<file path="src/rtl/wb_regfile.sv">
// wb_regfile: writeback-stage register file for a 5-stage pipeline.
//
// Purpose
//   Holds registers x1..x31 (x0 is hard-wired to zero and never stored).
//   It selects the writeback result, commits it on the rising clock edge
//   and counts committed writes in a saturating counter.
//
// Ports
//   CLK        clock; all state updates on its rising edge
//   RSTn       synchronous active-low reset; clears registers and counter
//   RFWEW      writeback register-file write enable
//   MtoRFSelW  result select: 1 = DMOutW, 0 = ALUOutW
//   DMOutW     data-memory read data (32 bits)
//   ALUOutW    ALU result (32 bits)
//   rtdW       destination register index (5 bits)
//   rsD, rtD   decode-stage read indices (5 bits each)
//   RD1D, RD2D combinational read data (32 bits each)
//   ResultW    selected writeback value, for forwarding (32 bits)
//   WBCount    saturating count of committed writes (CNT_W bits)
//
// Configuration
//   WB_BYPASS_EN  When defined, a read port whose index matches a pending
//                 write returns ResultW in the same cycle. When undefined,
//                 read ports return only stored contents.
module wb_regfile #(
  parameter int CNT_W = 16
) (
  input  logic             CLK,
  input  logic             RSTn,
  input  logic             RFWEW,
  input  logic             MtoRFSelW,
  input  logic [31:0]      DMOutW,
  input  logic [31:0]      ALUOutW,
  input  logic [4:0]       rtdW,
  input  logic [4:0]       rsD,
  input  logic [4:0]       rtD,
  output logic [31:0]      RD1D,
  output logic [31:0]      RD2D,
  output logic [31:0]      ResultW,
  output logic [CNT_W-1:0] WBCount
);

  logic [31:0]      regs_q [1:31];
  logic [31:0]      regs_d [1:31];
  logic [CNT_W-1:0] count_q;
  logic [CNT_W-1:0] count_d;
  logic [31:0]      read_view [0:31];
  logic             write_req;

  // Result mux and next-state computation. A write to x0 is not a commit,
  // so it neither stores data nor bumps the counter.
  always_comb begin
    ResultW   = MtoRFSelW ? DMOutW : ALUOutW;
    write_req = RFWEW && (rtdW != 5'd0);
    count_d   = count_q;
    for (int i = 1; i < 32; i++) begin
      regs_d[i] = regs_q[i];
      if (write_req && (rtdW == 5'(i))) begin
        regs_d[i] = ResultW;
      end
    end
    // Counter saturates at all-ones instead of wrapping.
    if (write_req && (count_q != {CNT_W{1'b1}})) begin
      count_d = count_q + CNT_W'(1);
    end
  end

  // State registers. Reset has priority, so a write presented during reset
  // is dropped.
  always_ff @(posedge CLK) begin
    if (!RSTn) begin
      for (int i = 1; i < 32; i++) begin
        regs_q[i] <= 32'd0;
      end
      count_q <= '0;
    end else begin
      for (int i = 1; i < 32; i++) begin
        regs_q[i] <= regs_d[i];
      end
      count_q <= count_d;
    end
  end

  // A 32-entry view with a constant zero at index 0 lets both read ports
  // use a plain index without a separate x0 special case.
  always_comb begin
    read_view[0] = 32'd0;
    for (int i = 1; i < 32; i++) begin
      read_view[i] = regs_q[i];
    end
  end

  // Read ports. Stored values are shown while RSTn is low because clearing
  // only takes effect at the edge. The bypass is therefore gated by RSTn.
  always_comb begin
    RD1D = read_view[rsD];
    RD2D = read_view[rtD];
`ifdef WB_BYPASS_EN
    if (RSTn && write_req && (rtdW == rsD)) begin
      RD1D = ResultW;
    end
    if (RSTn && write_req && (rtdW == rtD)) begin
      RD2D = ResultW;
    end
`endif
  end

  assign WBCount = count_q;

endmodule

</file>
<file path="config.mk">
export PLATFORM = sky130hd
export DESIGN_NAME = wb_regfile
export DESIGN_NICKNAME = d
export VERILOG_FILES = /design/src/rtl/wb_regfile.sv
export SDC_FILE = /design/constraint.sdc
export NUM_CORES = 2
export LEC_CHECK = 0
export ABC_AREA = 0
export BUFFER_PORTS_ARGS = -buffer_cell sky130_fd_sc_hd__clkbuf_2
export CAP_MARGIN = 20
export CORE_ASPECT_RATIO = 1.25
export CORE_MARGIN = 4
export CORE_UTILIZATION = 65
export CTS_BUF_LIST = sky130_fd_sc_hd__clkbuf_4
export DETAILED_ROUTE_END_ITERATION = 6
export PLACE_DENSITY = 0.83
export SYNTH_ARGS = -nofsm -noshare
export SYNTH_HDL_FRONTEND = slang
export SYNTH_SLANG_ARGS = --single-unit
export TNS_END_PERCENT = 1
</file>
<file path="constraint.sdc">
create_clock -name CLK -period 5.3 [get_ports CLK]
set_input_delay 1.06 -clock CLK [delete_from_list [all_inputs] [get_ports CLK]]
set_output_delay 1.06 -clock CLK [all_outputs]
set_load 0.01 [all_outputs]
</file>
; ---- Word-level counts from Yosys, hierarchy flattened
; Memory sizes are Yosys's and may differ from the RTL's.
; Cells that the tools add are included.
[word_totals]
n_memories = 1
word_cells = 175
register_bits = 16
mem_bits_rw = 992
[memory_table]
columns = memory, depth, word_bits, read_ports, rd_ports_with_merged_regs, wr, line_no
row1 = regs_q, 31, 32, 31, 0, 31, 43  ; logic [31:0] regs_q [1:31];
[op_classes]
n_bitwise = 33
magnitude_cmp = 2
addsub = 1
reduce_logical = 34
eq_ne = 32
n_mux = 71
[op_table]
columns = operator, count
row1 = $mux W32, 67
row2 = $bmux W32 S5, 2
row3 = $eq A5 B5 Y1 const B, 16
row4 = $eq A5 B4 Y1 const B, 8
row5 = $logic_and A1 B1 Y1, 33
row6 = $or A1 B1 Y1, 31
row7 = $eq A5 B3 Y1 const B, 4
row8 = $add A16 B1 Y16 const B, 1
row9 = $ne A16 B16 Y1 const B, 1
row10 = $ge A6 B6 Y1 const B, 2
row11 = $not A5 Y6, 2
row12 = $eq A5 B2 Y1 const B, 2
row13 = $eq A5 B1 Y1 const B, 1
row14 = $reduce_bool A5 Y1, 1
row15 = $mux W1, 2

; ---- Longest topological paths before layout
[logic_depth]
ltp_word = 5
depth_mapped = 9
depth_no_buf = 5

; ---- Worst setup path before layout
; OpenSTA, ideal clock, no wires.
[synth_timing]
path_type = input to output
startpoint = in rsD[0]
endpoint = out RD1D[10]
t_arrival_ps = 2554
path_stages = 7
path_slack_ps = 1686
path_cell_list = buf_2 > buf_4 > buf_6 > buf_2 > mux4_2 > a21oi_1 > a21oi_1
[synth_between]
elab_chain_cells = 4
[synth_lines]
columns = element, line_no
row1 = "start, declared", 35  ; input logic [4:0] rsD,
row2 = $not A5 Y6 (not written as such), 96  ; RD1D = read_view[rsD];
row3 = $bmux W32 S5, 96
row4 = $mux W32 (not written as such) (2 in series), 96
row5 = "end, declared", 37  ; output logic [31:0] RD1D,
; No other way between the ends. The select of a mux whose other input is x is not followed.

; ---- Worst setup path in the final report
[layout_timing]
startpoint = in rtD[2]
endpoint = out RD2D[13]
[layout_between]
elab_chain_cells = 4
[layout_lines]
columns = element, line_no
row1 = "start, declared", 36  ; input logic [4:0] rtD,
row2 = $not A5 Y6 (not written as such), 97  ; RD2D = read_view[rtD];
row3 = $bmux W32 S5, 97
row4 = $mux W32 (not written as such) (2 in series), 97
row5 = "end, declared", 38  ; output logic [31:0] RD2D,
; No other way between the ends. The select of a mux whose other input is x is not followed.

==> impl_metrics.yaml <==
worst_hold_path:
  worstHoldPathType: "primary input to flip-flop"
  hold_start: "RSTn"
  hold_end: "WBCount[6]$_SDFFE_PN0P_"
  holdPathStages: 2
critical_path:
  rr_endpoint: "WBCount[7]$_SDFFE_PN0P_"
  critical_path.n_buffers_inverters: 3
  master_of_the_slowest_instance_on_the_critical_path: "buf_4"
  timing_worst_setup_path_type: "primary input to primary output"
  critical_path.max_stage_delay_ns: 0.71
  worstPathCellList: "buf_4 > buf_4 > mux4_2 > mux2_2 > a32oi_1 > a21oi_1 > clkbuf_2"
  reg2reg_from: "WBCount[0]$_SDFFE_PN0P_"
  rr_worst_depth: 5
  crit_top_cell: "buf_4"
  worst-path-max-fanout: 44
  worst-endpoint-arrival_ns: 3.72
  timing.critical_path.required_ns: 4.24
  endpoint_kind: "primary output"
  reg2reg_setup_slack_ns: 3.35
  cp-start-kind: "primary input"
  timing.critical_path.max_delay_family: "buffers and inverters"
floorplanning:
  die_width_um: 256.9
  start_util: 0.6592
  io_pins: 195
  placeableCoreArea_um2: 76350
  fp.dieArea_um2: 81980
  die_height_um: 319.1
  placement_rows: 113
sta:
  worst_hold_slack_ns: 0.2312
  totalNegativeSetupSlack_ns: 0
  fin_skew_ns: 0.03151
  timing.final.setup_violations: 0
  slew-limit-headroom: 0.2526
  timing.fmax_mhz: 209.3
  rsz0062_at_grt: "no"
  final_min_period_over_clock_period: 0.9013
  hold_viol: 0
  final_critical_path_time_including_i_o_delays_and_setup_ns: 4.777
  tightestPinTransition_ns: 1.121
  timing_max_transition_violations_final: 0
power_and_ir_drop:
  power.ir.vdd_worst_v: 0.0002330
  p_leak_nw: 18.08
  pwrdens_nw_per_um2: 287.1
outcome:
  status: "finished, violations left"
  violations: "design-rule violations"
layout:
  combined_area_of_the_multi_input_logic_cells_um2: 27750
  final_cells: 6097
  flow.area_growth_from_synthesis_pct: 8.935
  final_cell_mix: "dfxtp_1, nor2_1, a211oi_1, clkbuf_4, mux4_2"
  fill_cells: 5253
  drive_above_1_share: 0.2506
  fin_nets: 5023
  final_common_cell: "dfxtp_1"
  fin_area_um2: 54830
  layout.area.seq_um2: 20180
logic_synthesis:
  syn-mean-instance-area_um2: 10.12
  synth_fp_nets: 5056
  synth.ff_latch_count: 1008
  synth_enable_flop_cells: 0
  yosys_most_used_dff: "dfxtp_1"
  syn-cell-area_um2: 50330
  yosysUniqueCellTypes: 53
  synthTopCellsByArea: "dfxtp_1, mux4_2, a211oi_1"
  async_reset_ff_frac: 0
  synth-seq-area-share: 0.4009
  synthCells: 4972
  synth_largest_area_cell: "dfxtp_1"
  synth_top_area_frac: 0.4009
  ys.warnings.count: 0
place:
  gp_congestion: 0.9168
  port_buffers: 194
  count_of_placed_standard_cells_including_taps: 5678
  detailed_place.area_um2: 51890
  dp_hpwl_um: 99840
global_routing:
  maximum_number_of_pins_on_one_net_before_global_route_repair: 136
  first_global_vias: 43531
  grt_pass1_wl_um: 249500
  globalRouteTotalUtil: 0.3858
  grt_antenna_before_repair: 3
  grt_overflow_total: 0
route:
  drt-total-wl_um: 162900
  route.detailed.wl_per_inst_um: 26.72
  drt_iter0_markers: 5877
  drc_errors: 1
  vias: 44052
  ant_nets: 0
  vias_per_cell: 7.225
  firstDrtPassIters: 7
clocking:
  h-tree-depth: 4
  cts_made_buffers: 236
  worstSkewPairLatency_ns: 1.12
  clock_path_buffers: 3
  cts.repair_timing.setup_buffer_count: 0
  cts_sinks: 1008
  root_buffer: "clkbuf_4"
  clkTransAtPathRegs_ns: 0.07
  cts_hold_repair.buffers: 0
  cts_resized: 0
  tritoncts_clock_tree: "built"
run:
  maxCapViolations: 0
==> state kept, by name, indices dropped and copies added (netlist names) <==
name     count
regs_q     992
WBCount     16
==> cells by family after synthesis <==
family                     count (synthesis)  share of synthesized area
AOI/OAI and AO/OA                       1475                     0.2227
muxes                                    736                     0.2291
and+or+nand+nor                         1092                    0.08942
buffers and inverters                    660                    0.05757
adders and majority gates                  1                  0.0002486
DFF                                     1008                     0.4009
==> cell usage after synthesis, types with 40 or more instances <==
| library cell | number |
|---|---|
| a21oi_1 | 143 |
| mux2_2 | 128 |
| buf_4 | 40 |
| o221ai_1 | 64 |
| buf_2 | 168 |
| a211oi_1 | 956 |
| a22oi_1 | 128 |
| mux2i_1 | 288 |
| mux4_2 | 320 |
| a32oi_1 | 64 |
| clkbuf_1 | 409 |
| dfxtp_1 | 1008 |
| a221o_1 | 64 |
| nor2_1 | 993 |
==> routing by layer <==
metal	vias to the layer above	track usage	part of all wire
met2	3076	0.5967	0.45
met5	-	0	0.000061
met4	2	0.2367	0.066
met3	770	0.1221	0.13
met1	21128	0.4736	0.35
li1	19076	-	-
==> cell type report <==
cell class | count | share of cell area
multi-input cells | 3304 | 0.5062
flip-flops and latches | 1008 | 0.3681
repair buffers | 354 | 0.04728
clock buffers | 339 | 0.04642
well taps | 977 | 0.02230
clock inverters | 75 | 0.007006
inverters | 35 | 0.002533
diodes | 5 | 0.0002282
==> power by group <==
part	internal [mW]	total, mW	switching (mW)
logic	0.592	1.78	1.19
clock network	3.07	6.21	3.14
registers	7.67	7.74	0.0751
==> per-stage QoR <==
stage / power [mW] / utilization / worst slack (ns)
finish: 15.74 / 0.7181 / 0.5230
detailed placement: 9.637 / 0.6796 / 0.6609
CTS: 15.72 / 0.7180 / 0.6589
floorplan: 9.021 / - / 1.686
global route: 16.26 / 0.7181 / 0.5980
global placement: 9.607 / 0.6796 / 0.7123
==> how the worst max path moves through the flow <==
stage	start	endpoint	slack, ns	cells past startpoint
after floorplan	rsD[0]	RD1D[10]	1.69	7
after global routing	rtD[2]	RD2D[11]	0.60	7
final	rtD[2]	RD2D[13]	0.52	7
after detailed placement	rtD[2]	RD2D[11]	0.66	7
after CTS	rtD[2]	RD2D[5]	0.66	7
after global placement	rtD[2]	RD2D[13]	0.71	7
(Power assumes the default switching activity.)
